===== src/rtl/pcie_rcv.sv =====
// Receive side of the PCIe transaction path: two lane FIFOs with pause backpressure,
// a round-robin merge into one registered valid/ready output, and a link-status FSM.
// Define DEST_CHECK_EN to treat a word whose destination bit disagrees with its lane as a fault.
module pcie_rcv #(
   parameter int DW    = 6,
   parameter int DEPTH = 4,
   parameter int AW    = 2
) (
   input  logic          clk,
   input  logic          reset,
   input  logic          init,
   input  logic [AW-1:0] umbral_D0,
   input  logic [AW-1:0] umbral_D1,
   input  logic [DW-1:0] data_in0,
   input  logic          valid_in0,
   input  logic [DW-1:0] data_in1,
   input  logic          valid_in1,
   output logic          pausa_D0,
   output logic          pausa_D1,
   output logic [DW-1:0] data_out,
   output logic          valid_out,
   input  logic          ready_in,
   output logic [7:0]    rx_count0,
   output logic [7:0]    rx_count1,
   output logic          idle_out,
   output logic          active_out,
   output logic          error_out,
   output logic [1:0]    error_id
);

   localparam logic [2:0] ST_RESET  = 3'd0;
   localparam logic [2:0] ST_INIT   = 3'd1;
   localparam logic [2:0] ST_IDLE   = 3'd2;
   localparam logic [2:0] ST_ACTIVE = 3'd3;
   localparam logic [2:0] ST_ERROR  = 3'd4;
   localparam logic [AW:0] CNT_FULL = (AW+1)'(DEPTH);

   logic [2:0]    state, state_nxt;
   logic [DW-1:0] mem0 [DEPTH];
   logic [DW-1:0] mem1 [DEPTH];
   logic [AW-1:0] wr0, rd0, wr1, rd1;
   logic [AW:0]   cnt0, cnt1;
   logic [AW-1:0] umbral_reg0, umbral_reg1;
   logic          last_served;
   logic          run, slot_free, ne0, ne1, full0, full1;
   logic          pop0, pop1, room0, room1, bad0, bad1;
   logic          push0, push1, fault0, fault1;

   assign run       = (state == ST_IDLE) || (state == ST_ACTIVE);
   assign slot_free = !valid_out || ready_in;
   assign ne0       = (cnt0 != '0);
   assign ne1       = (cnt1 != '0);
   assign full0     = (cnt0 == CNT_FULL);
   assign full1     = (cnt1 == CNT_FULL);

   // Pops look only at registered counts, so a word needs one cycle in the FIFO before leaving.
   assign pop0  = run && slot_free && ne0 && (!ne1 || last_served);
   assign pop1  = run && slot_free && ne1 && (!ne0 || !last_served);
   assign room0 = !full0 || pop0;
   assign room1 = !full1 || pop1;

`ifdef DEST_CHECK_EN
   assign bad0 = (data_in0[4] != 1'b0);
   assign bad1 = (data_in1[4] != 1'b1);
`else
   assign bad0 = 1'b0;
   assign bad1 = 1'b0;
`endif

   assign push0  = run && valid_in0 && room0 && !bad0;
   assign push1  = run && valid_in1 && room1 && !bad1;
   assign fault0 = run && valid_in0 && (!room0 || bad0);
   assign fault1 = run && valid_in1 && (!room1 || bad1);

   assign pausa_D0   = (umbral_reg0 != '0) && (cnt0 >= {1'b0, umbral_reg0});
   assign pausa_D1   = (umbral_reg1 != '0) && (cnt1 >= {1'b0, umbral_reg1});
   assign idle_out   = (state == ST_IDLE);
   assign active_out = (state == ST_ACTIVE);
   assign error_out  = (state == ST_ERROR);

   // Next-state logic; a fault outranks init, and ERROR only leaves through reset.
   always_comb begin
      state_nxt = state;
      case (state)
         ST_RESET: state_nxt = ST_INIT;
         ST_INIT: begin
            if (!init) state_nxt = ST_IDLE;
            else       state_nxt = ST_INIT;
         end
         ST_IDLE, ST_ACTIVE: begin
            if (fault0 || fault1)              state_nxt = ST_ERROR;
            else if (init)                     state_nxt = ST_INIT;
            else if (ne0 || ne1 || valid_out)  state_nxt = ST_ACTIVE;
            else                               state_nxt = ST_IDLE;
         end
         ST_ERROR: state_nxt = ST_ERROR;
         default:  state_nxt = ST_RESET;
      endcase
   end

   // Lane storage; contents need no reset because counts gate every read.
   always_ff @(posedge clk) begin
      if (push0) mem0[wr0] <= data_in0;
      if (push1) mem1[wr1] <= data_in1;
   end

   // State, FIFO bookkeeping, thresholds, counters and the registered output slot.
   always_ff @(posedge clk or posedge reset) begin
      if (reset) begin
         state       <= ST_RESET;
         wr0         <= '0;
         rd0         <= '0;
         wr1         <= '0;
         rd1         <= '0;
         cnt0        <= '0;
         cnt1        <= '0;
         umbral_reg0 <= AW'(DEPTH - 1);
         umbral_reg1 <= AW'(DEPTH - 1);
         last_served <= 1'b1;
         data_out    <= '0;
         valid_out   <= 1'b0;
         rx_count0   <= 8'd0;
         rx_count1   <= 8'd0;
         error_id    <= 2'b00;
      end else begin
         state    <= state_nxt;
         error_id <= error_id | {fault1, fault0};
         if (state == ST_INIT) begin
            umbral_reg0 <= umbral_D0;
            umbral_reg1 <= umbral_D1;
         end
         if (push0) begin
            wr0       <= wr0 + AW'(1);
            rx_count0 <= rx_count0 + 8'd1;
         end
         if (push1) begin
            wr1       <= wr1 + AW'(1);
            rx_count1 <= rx_count1 + 8'd1;
         end
         cnt0 <= cnt0 + (AW+1)'(push0) - (AW+1)'(pop0);
         cnt1 <= cnt1 + (AW+1)'(push1) - (AW+1)'(pop1);
         if (pop0) begin
            data_out    <= mem0[rd0];
            valid_out   <= 1'b1;
            rd0         <= rd0 + AW'(1);
            last_served <= 1'b0;
         end else if (pop1) begin
            data_out    <= mem1[rd1];
            valid_out   <= 1'b1;
            rd1         <= rd1 + AW'(1);
            last_served <= 1'b1;
         end else if (valid_out && ready_in) begin
            valid_out <= 1'b0;
         end
      end
   end

endmodule

===== config.mk =====
export PLATFORM = sky130hd
export DESIGN_NAME = pcie_rcv
export DESIGN_NICKNAME = d
export VERILOG_FILES = /design/src/rtl/pcie_rcv.sv
export SDC_FILE = /design/constraint.sdc
export NUM_CORES = 1
export LEC_CHECK = 0
export ABC_AREA = 1
export CAP_MARGIN = 40
export CORE_MARGIN = 2
export CORE_UTILIZATION = 50
export DETAILED_ROUTE_END_ITERATION = 12
export PLACE_DENSITY = 0.75
export SYNTH_ARGS = -nofsm -noshare
export SYNTH_HDL_FRONTEND = slang
export SYNTH_SLANG_ARGS = --single-unit

===== constraint.sdc =====
create_clock -name clk -period 2.2 [get_ports clk]
set_input_delay 0.33 -clock clk [delete_from_list [all_inputs] [get_ports clk]]
set_output_delay 0.33 -clock clk [all_outputs]
set_load 0.03 [all_outputs]

### Yosys cells after proc, flatten, opt, wreduce, memory -nomap -nowiden

Memories as Yosys holds them, arrays and structs flattened.
Index checks and enable logic that the tools add are counted.

* muxes and demuxes: 16
* reduce and logical (&&, ||, !) cells: 40
* bitwise logic cells: 2
* eq/ne operators: 6
* order comparisons: 2
* add/sub/neg operators: 10
* $mul: 0
* shift operators: 0
* div/mod/pow operators: 0

Operators by type and width (count)
* adder 8 x 1 -> 8 bit, second input constant: 2
* logical AND 1 bit: 14
* two-way mux 6 bit: 2
* case mux 3 bit (4 select lines): 1
* two-way mux 1 bit: 10
* equality test 3 bit, second input constant: 3
* logical OR 1 bit: 9
* nonzero test 3 bit: 3
* adder 2 x 1 -> 2 bit, second input constant: 4
* zero test 1 bit: 8
* adder 3 x 1 -> 3 bit: 2
* equality test 3 x 2 -> 1 bit, second input constant: 2
* >= comparator 3 x 2 -> 1 bit: 2
* nonzero test 2 bit: 3
* subtractor 3 x 1 -> 3 bit: 2
* two-way mux 2 bit: 2
* equality test 3 x 1 -> 1 bit, second input constant: 1
* zero test 3 bit: 1
* two-way mux 3 bit: 1
* bitwise OR 2 bit: 1
* AND reduction 2 bit: 1
* OR reduction 2 bit: 1
* NOT 1 bit: 1

* memories: 2
* flip-flop bits (word level): 47
* bits in read-only memories: 0
* memory bits (writable): 48
* latch bits: 0
* output and inout bits: 30

Memory list
* mem0: words 4, bits a word 6, rd ports 1, clocked after memory_dff 0, wr ports 1, RTL line 39 `logic [DW-1:0] mem0 [DEPTH];`
* mem1: words 4, bits a word 6, rd ports 1, clocked after memory_dff 0, wr ports 1, RTL line 40 `logic [DW-1:0] mem1 [DEPTH];`

### Longest topological paths before layout

* word-level depth: 11
* gate-level depth with buffers: 13
* mapped depth without buffers: 12

### Least setup slack after synthesis

No wires, ideal clock.

* kind: flip-flop to flip-flop
* start point: register valid_out
* end point: register cnt0[2]
* path buffers: 1
* required time: 2.071 ns
* period minus slack after synthesis: 2.462 ns
* stages on the path, launching flop included: 14
* path slack: -0.262 ns
* data arrival time: 2.334 ns
* cells stage by stage: dfrtp_1 > inv_1 > nor2_1 > nor2_4 > nand3_4 > nand2_4 > nand2_4 > buf_4 > ha_1 > inv_1 > ha_1 > fa_1 > xnor2_1 > xor2_1

* longest elaborated chain between the ends: 9

RTL lines
* start: declaration: RTL line 21 `output logic valid_out,`
* start signal: assignment: RTL line 121 `valid_out <= 1'b0;`
* start signal: assignment: RTL line 144 `valid_out <= 1'b1;`
* start signal: assignment: RTL line 149 `valid_out <= 1'b1;`
* zero test 1 bit (*): RTL line 50 `assign slot_free = !valid_out || ready_in;`
* logical OR 1 bit (*): RTL line 50
* logical AND 1 bit (*) (3 in a row): RTL line 57 `assign pop0 = run && slot_free && ne0 && (!ne1 || last_served);`
* logical OR 1 bit: RTL line 59 `assign room0 = !full0 || pop0;`
* logical AND 1 bit: RTL line 70 `assign push0 = run && valid_in0 && room0 && !bad0;`
* adder 3 x 1 -> 3 bit: RTL line 140 `cnt0 <= cnt0 + (AW+1)'(push0) - (AW+1)'(pop0);`
* subtractor 3 x 1 -> 3 bit (*): RTL line 140
* end signal: assignment: RTL line 140
* end: declaration: RTL line 42 `logic [AW:0] cnt0, cnt1;`

Mark *: on every way between the ends. The rest lies on a longest branch, timed or not.
A chain may end at the register's enable or synchronous reset.

### Final worst setup path

* start point: register state[2]
* end point: register cnt0[2]

* longest elaborated chain between the ends: 9
* elaborated cells between the ends (all ways): 11
* classes of those cells: add/sub: 2; eq/ne: 2; reduce/logical: 7

RTL lines
* start: declaration: RTL line 38 `logic [2:0] state, state_nxt;`
* start signal: assignment: RTL line 126 `state <= state_nxt;`
* equality test 3 x 2 -> 1 bit: RTL line 49 `assign run = (state == ST_IDLE) || (state == ST_ACTIVE);`
* logical OR 1 bit (*): RTL line 49
* logical AND 1 bit (3 in a row): RTL line 57
* logical OR 1 bit: RTL line 59
* logical AND 1 bit: RTL line 70
* adder 3 x 1 -> 3 bit: RTL line 140
* subtractor 3 x 1 -> 3 bit (*): RTL line 140

Marked as above.

==> impl_metrics.yaml <==
drt:
  firstDrtPassIters: 4
  drt_iter0_drc: 133
  wl_per_cell_um: 14.0
  routed_via_density: 5.03
  drc_errors: 0
  num_vias: 3139
  ant_nets: 0
  finalWirelength_um: 8710
sta:
  slew_headroom_pct: 66.3
  setup_viol: 0
  finalClockSkew_ns: 0.00973
  min_period_over_period_pct: 99.1
  fin_ws_ns: 0.0208
  hold_violations: 0
  fmax_mhz: 459
  hold_ws_ns: 0.305
  rsz0062_at_grt: "true"
  drv_slew: 0
  worstMarginPinSlew_ns: 0.504
  period_minus_slack_ns: 2.18
  timing.setup.tns_ns: 0
place:
  port-buffer-count: 51
  gp_congestion: 0.760
  dp_cells: 602
  hpwl_um: 6020
  pre_cts_ws_ns: -0.316
synthesis:
  syn-num-nets: 471
  synth_compound_area_share_pct: 4.02
  synth-xor-area-share_pct: 4.36
  ys_ff_latch: 95
  synth.mux.area_fraction_pct: 0.510
  synthAdderAreaFrac_pct: 6.00
  synthDistinctLibCells: 32
  synth-simple-area-share_pct: 20.1
  synth_top_family_by_area: "simple AND/OR/NAND/NOR gates"
  ys.flop_type: "edfxtp_1"
  postSynthAreaPerCell_um2: 10.3
  ys_top_cells_by_area: "edfxtp_1 33%, dfrtp_1 24%, nand2_1 6.3%"
  yosysWarnings: 0
  synth_area_leader_cell: "edfxtp_1"
  synth.top_cell.area_share_pct: 32.6
  synth_edf_count: 48
  netlist_area_um2: 4420
  netlist_instances: 429
  synthArstFlopShare_pct: 49.5
  yosysSeqAreaShare_pct: 59.4
die:
  start_util_pct: 51.2
  dieArea_um2: 9610
  die_h_um: 98.0
  coreArea_um2: 8640
  die_w_um: 98.0
  rows: 34
  num_io_pins: 52
cts:
  clk_latency_ns: 0.36
  clockBufferDepth: 2
  cts_root_buf: "clkbuf_8"
  cts-htree-levels: 3
  cts_hold_buf: 0
  clkSlewWorstSetupHoldPaths_ns: 0.09
  cts_buffers: 9
  cts_tree: "built"
  cts.sink_count: 95
pwr:
  power_frac_seq_pct: 37.9
  swShare_pct: 39.6
  p_comb_share_pct: 43.7
  intPower_mw: 4.47
  power_density_nw_per_um2: 1340
  clockPowerShare_pct: 18.5
  p_sw_mw: 2.94
  p_leak_nw: 2.45
  ir_drop_mv: 0.756
critical_path:
  cp-start-kind: "register"
  cpMostUsedCell: "nand2_4"
  crit_family: "adder cells"
  critPathBufInv: 2
  worstSetupEndpointType: "register"
  slowest_stage: "dfrtp_1"
  worstSetupPathType: "reg -> reg"
  cp_cell_sequence: "inv_2, nand2_4, nor2_4, nand3_4, nand2_4, nand2_4, ha_4, inv_1, ha_2, fa_2, xnor2_2, xor2_1"
  cp.arrival_ns: 2.42
  path_max_fanout: 3
  cpPeakStageDelay_ns: 0.40
  worstPathRequired_ns: 2.44
layout:
  nets: 554
  layoutNonFillerInstCount: 624
  num_antenna_cells: 0
  layout_common_cells: "72 x nand2_1, 48 x nor2_1, 48 x edfxtp_1, 46 x clkdlybuf4s50_1, 45 x inv_1"
  utilization_pct: 64.2
  area_delta_synth_final_pct: 25.5
  final_common_cell: "nand2_1"
  drive_gt1_share_pct: 17.1
run:
  maxCapViolCount: 0
global_routing:
  grt_first_pass_wirelength_um: 14300
  grt_usage_pct: 18.6
  gr-total-overflow: 0
  grt_pass1_vias: 3059
  antenna_found_initial: 0
  grt_max_degree: 27
worst_hold_path:
  hold_class: "in -> async"
outcome:
  run_status: "finished clean"
==> power by group through the flow <==
| stage | combinational [mW] | clock [mW] | sequential [mW] |
|---|---|---|---|
| 2_1_floorplan | 1.94 | 0 | 2.93 |
| 3_3_place_gp | 3.01 | 0 | 2.80 |
| 3_5_place_dp | 3.13 | 0 | 2.83 |
| 4_1_cts | 3.13 | 1.39 | 2.80 |
| 5_1_grt | 3.61 | 1.44 | 2.88 |
| 6_report | 3.24 | 1.37 | 2.81 |
==> layout make-up <==
type                       instances  area [um2]
multi-input combinational        273        1600
clock buffer                       9         124
inverter                          50         188
timing repair buffer              83         753
fill                             683        3090
tap                              108         135
sequential                        95        2630
clock inverter                     6         115
==> final timing paths <==
path	slack (ns)	end	depth (start not counted)	from
max reg2reg	0.02	cnt0[2]	12	state[2]
min reg2reg	0.48	error_id[1]	2	error_id[1]
min	0.31	rx_count0[5]	2	reset
max	0.02	cnt0[2]	12	state[2]
min in group clk	0.48	error_id[1]	2	error_id[1]
max in group asynchronous	1.30	last_served	3	reset
==> what timing repair did <==
item,in CTS,in global routing
pin swaps,0,3
endpoints found under the setup margin,5,6
buffers inserted,0,7
hold endpoints to repair,0,0
resized for setup,6,14
==> per-stage QoR <==
step                      instance area (um2)  total power [mW]
after global routing                     5540              7.93
after floorplan                          4440              4.87
after CTS                                5460              7.32
after detailed placement                 5220              5.96
final                                    5540              7.41
after global placement                   5220              5.81
==> cells by family (layout without fill, tap and decap cells) <==
group	count (synthesis)	after routing
adders and majority gates	20	20
and+or+nand+nor	194	194
AOI/OAI and AO/OA	35	35
DFF	95	95
buffers and inverters	61	148
muxes	2	2
xor gates and xnor gates	22	22
==> layer usage <==
metal	up-vias	share of wire, %	GRT usage, %
met5	-	0	0
met1	1507	45	24.1
met2	46	50	31.2
li1	1572	-	-
met4	0	2.0	8.33
met3	14	2.4	2.65
==> synthesized netlist by cell type, types with 2 or more instances <==
library cell	n
nand3_2	2
buf_2	2
xor2_1	11
inv_1	49
o21ai_0	17
nand2_2	3
nand3_1	44
nand4_1	5
fa_1	2
clkbuf_1	5
nor2_1	50
ha_1	18
edfxtp_1	48
nand2_1	74
nor2_2	4
dfstp_2	5
mux2_2	2
a21oi_1	12
o21ai_1	5
buf_4	3
xnor2_1	11
nor3_1	4
dfrtp_1	42
nand2_4	3
==> sequential cells by signal, indices dropped and copies added, names as in the netlist <==
name and count:
mem0 24, mem1 24, rx_count0 8, rx_count1 8
data_out 6, cnt0 3, cnt1 3, state 3
error_id 2, rd0 2, rd1 2, umbral_reg0 2
umbral_reg1 2, wr0 2, wr1 2, last_served 1
valid_out 1
Note: power is estimated with default switching activity, not from simulation.
